File: src/rtl/load_store_unit.sv
// Load/store unit: RV32I byte/half/word accesses to a single-cycle data memory.
// Ports: req_* request handshake; resp_* response pulse; d* memory port (drdata combinational).
// Latency: legal request responds 2 edges after accept, errored request 1 edge; one request at a time.
module load_store_unit #(
  parameter int DMEM_SIZE = 32768
) (
  input  logic        clk,
  input  logic        rst,
  input  logic        req_valid,
  output logic        req_ready,
  input  logic        req_we,
  input  logic [2:0]  req_funct3,
  input  logic [31:0] req_addr,
  input  logic [31:0] req_wdata,
  output logic        resp_valid,
  output logic [31:0] resp_rdata,
  output logic        resp_err,
  output logic [31:2] daddr,
  output logic [31:0] dwdata,
  input  logic [31:0] drdata,
  output logic        dce,
  output logic [3:0]  dwstb
);

  typedef enum logic [1:0] {IDLE = 2'd0, MEM = 2'd1, RESP = 2'd2} state_t;

  state_t      state;
  logic        we_q;
  logic [2:0]  funct3_q;
  logic [1:0]  addr_lo_q;
  logic        dce_q;
  logic [3:0]  dwstb_q;

  logic        code_ok;
  logic        misaligned;
  logic        out_of_range;
  logic        req_bad;
  logic [3:0]  stb_c;
  logic [31:0] wdata_c;
  logic [7:0]  ld_byte;
  logic [15:0] ld_half;
  logic [31:0] ld_ext;

  // Request decode, evaluated on the live request inputs at accept time.
  always_comb begin
    if (req_we) begin
      code_ok = (req_funct3 == 3'b000) || (req_funct3 == 3'b001) || (req_funct3 == 3'b010);
    end else begin
      code_ok = (req_funct3 == 3'b000) || (req_funct3 == 3'b001) || (req_funct3 == 3'b010) ||
                (req_funct3 == 3'b100) || (req_funct3 == 3'b101);
    end
    misaligned   = ((req_funct3[1:0] == 2'b01) && req_addr[0]) ||
                   ((req_funct3[1:0] == 2'b10) && (req_addr[1:0] != 2'b00));
    out_of_range = ({2'b00, req_addr[31:2]} >= 32'(DMEM_SIZE));
    req_bad      = !code_ok || misaligned || out_of_range;

    case (req_funct3[1:0])
      2'b00: begin
        stb_c   = 4'b0001 << req_addr[1:0];
        wdata_c = {4{req_wdata[7:0]}};
      end
      2'b01: begin
        stb_c   = 4'b0011 << req_addr[1:0];
        wdata_c = {2{req_wdata[15:0]}};
      end
      default: begin
        stb_c   = 4'b1111;
        wdata_c = req_wdata;
      end
    endcase
  end

  // Load lane select and extension from the memory word during MEM.
  always_comb begin
    case (addr_lo_q)
      2'd0:    ld_byte = drdata[7:0];
      2'd1:    ld_byte = drdata[15:8];
      2'd2:    ld_byte = drdata[23:16];
      default: ld_byte = drdata[31:24];
    endcase
    ld_half = addr_lo_q[1] ? drdata[31:16] : drdata[15:0];
    case (funct3_q)
      3'b000:  ld_ext = {{24{ld_byte[7]}}, ld_byte};
      3'b001:  ld_ext = {{16{ld_half[15]}}, ld_half};
      3'b010:  ld_ext = drdata;
      3'b100:  ld_ext = {24'h0, ld_byte};
      3'b101:  ld_ext = {16'h0, ld_half};
      default: ld_ext = 32'h0;
    endcase
  end

  always_ff @(posedge clk) begin
    if (rst) begin
      state      <= IDLE;
      we_q       <= 1'b0;
      funct3_q   <= 3'b000;
      addr_lo_q  <= 2'b00;
      resp_valid <= 1'b0;
      resp_err   <= 1'b0;
      resp_rdata <= 32'h0;
      dce_q      <= 1'b0;
      dwstb_q    <= 4'b0000;
      daddr      <= '0;
      dwdata     <= 32'h0;
    end else begin
      resp_valid <= 1'b0;
      case (state)
        IDLE: begin
          if (req_valid) begin
            we_q      <= req_we;
            funct3_q  <= req_funct3;
            addr_lo_q <= req_addr[1:0];
            if (req_bad) begin
              // Errored requests skip the memory entirely.
              state      <= RESP;
              resp_valid <= 1'b1;
              resp_err   <= 1'b1;
              resp_rdata <= 32'h0;
            end else begin
              state   <= MEM;
              dce_q   <= 1'b1;
              daddr   <= req_addr[31:2];
              dwstb_q <= req_we ? stb_c : 4'b0000;
              if (req_we) begin
                dwdata <= wdata_c;
              end
            end
          end
        end
        MEM: begin
          state      <= RESP;
          dce_q      <= 1'b0;
          dwstb_q    <= 4'b0000;
          resp_valid <= 1'b1;
          resp_err   <= 1'b0;
          resp_rdata <= we_q ? 32'h0 : ld_ext;
        end
        RESP: begin
          state <= IDLE;
        end
        default: begin
          state <= IDLE;
        end
      endcase
    end
  end

  assign req_ready = (state == IDLE);
  // Reset must suppress the write on the very edge it is sampled, so the
  // registered enables are masked combinationally while it is asserted.
  assign dce   = dce_q & ~rst;
  assign dwstb = dwstb_q & {4{~rst}};

endmodule

File: config.mk
export PLATFORM = sky130hd
export DESIGN_NAME = load_store_unit
export DESIGN_NICKNAME = d
export VERILOG_FILES = /design/src/rtl/load_store_unit.sv
export SDC_FILE = /design/constraint.sdc
export NUM_CORES = 1
export LEC_CHECK = 0
export ABC_CLOCK_PERIOD_IN_PS = 2800
export CAP_MARGIN = 20
export CELL_PAD_IN_SITES_DETAIL_PLACEMENT = 1
export CELL_PAD_IN_SITES_GLOBAL_PLACEMENT = 1
export CORE_ASPECT_RATIO = 0.8
export CORE_MARGIN = 4
export CORE_UTILIZATION = 35
export DETAILED_ROUTE_END_ITERATION = 7
export PLACE_DENSITY_LB_ADDON = 0.3
export SLEW_MARGIN = 20
export SYNTH_ARGS = -nofsm -noshare
export SYNTH_HDL_FRONTEND = slang
export SYNTH_SLANG_ARGS = --single-unit
File: constraint.sdc
create_clock -name clk -period 2.8 [get_ports clk]
set_input_delay 0.56 -clock clk [delete_from_list [all_inputs] [get_ports clk]]
set_output_delay 0.56 -clock clk [all_outputs]
set_load 0.02 [all_outputs]
# After elaboration in Yosys (flattened, before gate mapping)
# Index checks and enable logic that the tools add are counted.
[totals]
register_bits = 109
out_inout_bits = 102
wordCells = 82
[classes]
magnitude_cmp = 1
n_eq_ne = 16
shifts = 2
mux = 26
bitwise_logic = 4
reduce_logical = 22
[op_table]
columns = ["cell", "n"]
rows = [
  ["$pmux W32 S5", 1],
  ["$pmux W32 S2", 2],
  ["$mux W32", 3],
  ["$ge A30 B16 Y1 const B", 1],
  ["$pmux W8 S3", 1],
  ["$mux W16", 1],
  ["$pmux W4 S2", 2],
  ["$eq A3 B3 Y1 const B", 4],
  ["$mux W4", 3],
  ["$reduce_and A3 Y1", 3],
  ["$logic_or A1 B1 Y1", 7],
  ["$mux W1", 7],
  ["$eq A2 B1 Y1 const B", 3],
  ["$eq A3 B1 Y1 const B", 2],
  ["$eq A3 B2 Y1 const B", 2],
  ["$logic_not A2 Y1", 3],
  ["$logic_not A3 Y1", 2],
  ["$pmux W1 S2", 3],
  ["$and A4 B4 Y4", 1],
  ["$eq A2 B2 Y1 const B", 2],
  ["$mux W2", 2],
  ["$ne A2 B2 Y1 const B", 2],
  ["$pmux W2 S2", 1],
  ["$reduce_and A4 Y1", 1],
  ["other kinds (9)", 12],
]

# Logic depth before layout (Yosys ltp)
[depth]
ltp_word = 12
ltp_mapped = 8

# Worst setup path after synthesis
# OpenSTA, ideal clock, no wires.
[synth_path]
kind = "input port to output port"
from = "input rst"
to = "output dce"
t_arrival_ns = 1.372
required_ns = 2.240
slack_ns = 0.868
stages = 3
path_cell_list = "clkbuf_1 clkbuf_1 nor2b_1"
[synth_via]
elab_chain_len = 2
[synth_lines]
columns = ["item", "line_no", "source"]
rows = [
  ["start, declared", "8", "input logic rst,"],
  ["$not A1 Y1", "151", "assign dce = dce_q & ~rst;"],
  ["$and A1 B1 Y1", "151", ""],
  ["end, declared", "21", "output logic dce,"],
]
# No other way between the ends.

# Worst setup path after layout
[layout_path]
from = "input req_addr[26]"
to = "register dwdata[17]"
[layout_via]
elab_chain_len = 4
[layout_lines]
columns = ["item", "line_no", "source"]
rows = [
  ["start, declared", "13", "input logic [31:0] req_addr,"],
  ["$ge A30 B16 Y1", "54", "out_of_range = ({2'b00, req_addr[31:2]} >= 32'(DMEM_SIZE));"],
  ["$logic_or A1 B1 Y1", "55", "req_bad = !code_ok || misaligned || out_of_range;"],
  ["$not A1 Y1 (no line)", "--", ""],
  ["$reduce_and A4 Y1 (no line)", "--", ""],
  ["end signal, assigned", "125", "dwdata <= wdata_c;"],
  ["end, declared", "19", "output logic [31:0] dwdata,"],
]
# No other way between the ends.
# A chain may end at the register's enable or synchronous reset.

==> results.md <==
* Min Tclk post-route at 2.29 ns
* Fin util at 52.5%
* Final #Nets at 848
* All-Layer GR Usage at 22.0%
* Post-route DRC at 0
* Crit path cell chain: clkdlybuf4s50_1 > nor4_2 > o2111a_1 > buf_4 > a41oi_1 > a311oi_2
* Layout Area Growth over Synthesis at 47.0%
* Pwr/cell area at 434 nW/um^2
* Leakage power at 2.66 nW
* CP peak stage delay at 0.41 ns
* Tcrit/Tclk final at 81.8%
* Diode count at 0
* Share of cells above drive strength 1 at 10.1%
* Area contributors post-synth: dfxtp_1 (41%), mux2i_1 (11%), nand2b_1 (4.4%), a311oi_2 (3.9%), o22ai_1 (3.8%)
* Buffer count from post-CTS setup fixing at 0
* Die Y-Extent at 119 um
* Setup violations, final at 0
* Data required, critical path at 3.07 ns
* Cell depth of the worst hold path at 1
* Post-synth EDFFs at 0
* Max VDD drop at 0.000289 V
* HP Class: reg2reg
* Vias per inst at 5.55
* IO Pins at 205
* Initial antenna violation count at 0
* Worst slew margin at 53.4%
* Worst r2r dst: resp_rdata[20]$_SDFFE_PP0P_
* Count of final max-slew check failures at 0
* Synth cell types at 47
* WHS Endpoint: dce_q$_SDFFE_PP0P_
* R2R Path Start: addr_lo_q[1]$_SDFFE_PP0P_
* Post-synth top area share at 40.7%
* CTS tree: built
* Post-DP HPWL at 14.9 mm
* Mapped Nets at 668
* Root Buffer: clkbuf_16
* Sequential area share after synthesis at 40.7%
* TritonCTS Buffers at 9
* Yosys top cell by area: dfxtp_1
* Sink Count at 109
* Global-route wire length before repair at 31.1 mm
* Synth Register Bits at 109
* Actual slew at the worst max-slew pin at 0.696 ns
* Worst hold start: dce_q$_SDFFE_PP0P_
* TNS Setup at 0 ns
* Cells after Synth at 565
* Main flop type after synthesis: dfxtp_1
* Die Wd at 146 um
* Final Wtd Congestion at 0.908
* Syn avg cell area at 9.50 um^2
* Drt pass-1 iters at 4
* Area of the multi-input gates at 2920 um^2
* Vias at 5209
* CTS Hold Bufs at 0
* Worst path arrival time at 2.56 ns
* Setup crit end kind: register
* Max Cap Viol at 0
* Drt wl/cell at 20.9 um
* # fillers at 1660
* Max clock buf depth at 2
* Die ar. at 17400 um^2
* Commonest non-fill, non-tap cells in the layout: clkdlybuf4s50_1 (203), dfxtp_1 (109), mux2i_1 (60)
* Worst skew pair latency at 0.36 ns
* Drt total wl at 19.6 mm
* Pin count of the biggest net entering global routing at 47
* R2r setup slk at 0.91 ns
* IO buf count at 204
* Register area at 2180 um^2
* Row cnt at 40
* CP delay by family, top: compound AO/OA/AOI/OAI gates
* Core area at 15000 um^2
* Worst path slowest cell: clkdlybuf4s50_1
* Commonest non-fill, non-tap cell in the layout: clkdlybuf4s50_1
* Vias in the first global route at 5360
* Worst path bufs/invs at 2
* GRT overflow at 0
* Mapped Area at 5370 um^2
* WS Path Type: in2reg
* CTS clk-pin slew, worst paths at 0.08 ns
* Outcome: finished, final reports clean
* Initial Util at 35.7%
* Clock Skew at 0.00558 ns
* Endpoints failing hold at 0
* FFs w/ async S/R, synth at 0%
* Routed Antenna Nets at 0
* Setup crit start kind: input pin
* Ys Warns at 0
* Worst R2R Path Depth at 6
* Post-cts resize count at 0
* Detailed Route Iter0 Violations at 452
* CP Max Fanout at 19
* H-Tree Depth at 3
* RSZ-0062 raised after global routing: no
* Max Clock Freq at 437 MHz
cells in the mapped netlist, types with 10 or more instances:
cell type,number
o22ai_1,33
dfxtp_1,109
buf_2,22
mux2i_1,60
a41oi_1,16
a21oi_1,17
nor2b_1,15
nand2b_1,38
o31ai_1,18
nand2_1,47
nand4_1,16
o21ai_0,10
clkbuf_1,26
a311oi_2,14
nor2_1,17
and2_1,16
a22oi_1,17
where the power goes:
| part | leakage, nW | internal (mW) | switching [mW] |
|---|---|---|---|
| Clock | 0.146 | 0.654 | 0.643 |
| Sequential | 0.879 | 1.56 | 0.0116 |
| Combinational | 1.64 | 0.275 | 0.283 |
sequential cells by signal, indices dropped and copies added, names as in the netlist:
name and count:
daddr 30, funct3_q 3, resp_valid 1, addr_lo_q 2, resp_rdata 32, state 2
dwdata 32, dce_q 1, we_q 1, resp_err 1, dwstb_q 4
area by class of cell:
type / count / share of cell area [%]
multi-input cells: 396 / 37.0
flip-flops and latches: 109 / 27.7
clock buffers: 10 / 3.03
repair buffers: 229 / 28.5
well taps: 189 / 3.00
clock inverters: 6 / 0.809
stage by stage:
step	instance area [um^2]	hold slack, ns	instances	worst slack (ns)	power, mW
2_1_floorplan	5370	0.433	565	0.868	1.89
3_3_place_gp	7580	0.442	923	0.256	2.14
3_5_place_dp	7580	0.445	923	0.157	2.15
4_1_cts	7890	0.464	939	0.537	3.45
5_1_grt	7890	0.485	939	0.407	3.55
6_report	7890	0.461	939	0.509	3.42
cell families after synthesis:
family / Yosys count / synth area share [%]
AOI/OAI and AO/OA: 164 / 24.0
buffers and inverters: 60 / 5.27
DFF: 109 / 40.7
muxes: 70 / 13.7
and+or+nand+nor: 162 / 16.4
routing by layer:
layer	wire length [um]	vias to the layer above	GRT usage (%)
met5	0	-	0
met2	9270	137	34.9
li1	-	2491	-
met4	354	0	6.11
met3	841	25	4.52
met1	9120	2556	30.5
worst register-to-register path, delay by kind of cell, from the launching register on:
family | cells | cell delay (ns)
compound gates | 2 | 0.32
flops | 1 | 0.38
buf+inv | 2 | 0.56
mux | 2 | 0.52
worst max path at each step:
stage	startpoint	cells after the start	end	slack, ns
2_1_floorplan	rst	3	dce	0.87
3_3_place_gp	req_addr[18]	7	dwdata[12]$_SDFFE_PP0P_	0.26
3_5_place_dp	req_addr[26]	6	dwdata[17]$_SDFFE_PP0P_	0.16
4_1_cts	req_addr[26]	6	dwdata[17]$_SDFFE_PP0P_	0.54
5_1_grt	req_addr[26]	6	dwdata[19]$_SDFFE_PP0P_	0.41
6_report	req_addr[26]	6	dwdata[17]$_SDFFE_PP0P_	0.51
Power figures use the tool's default switching activity.
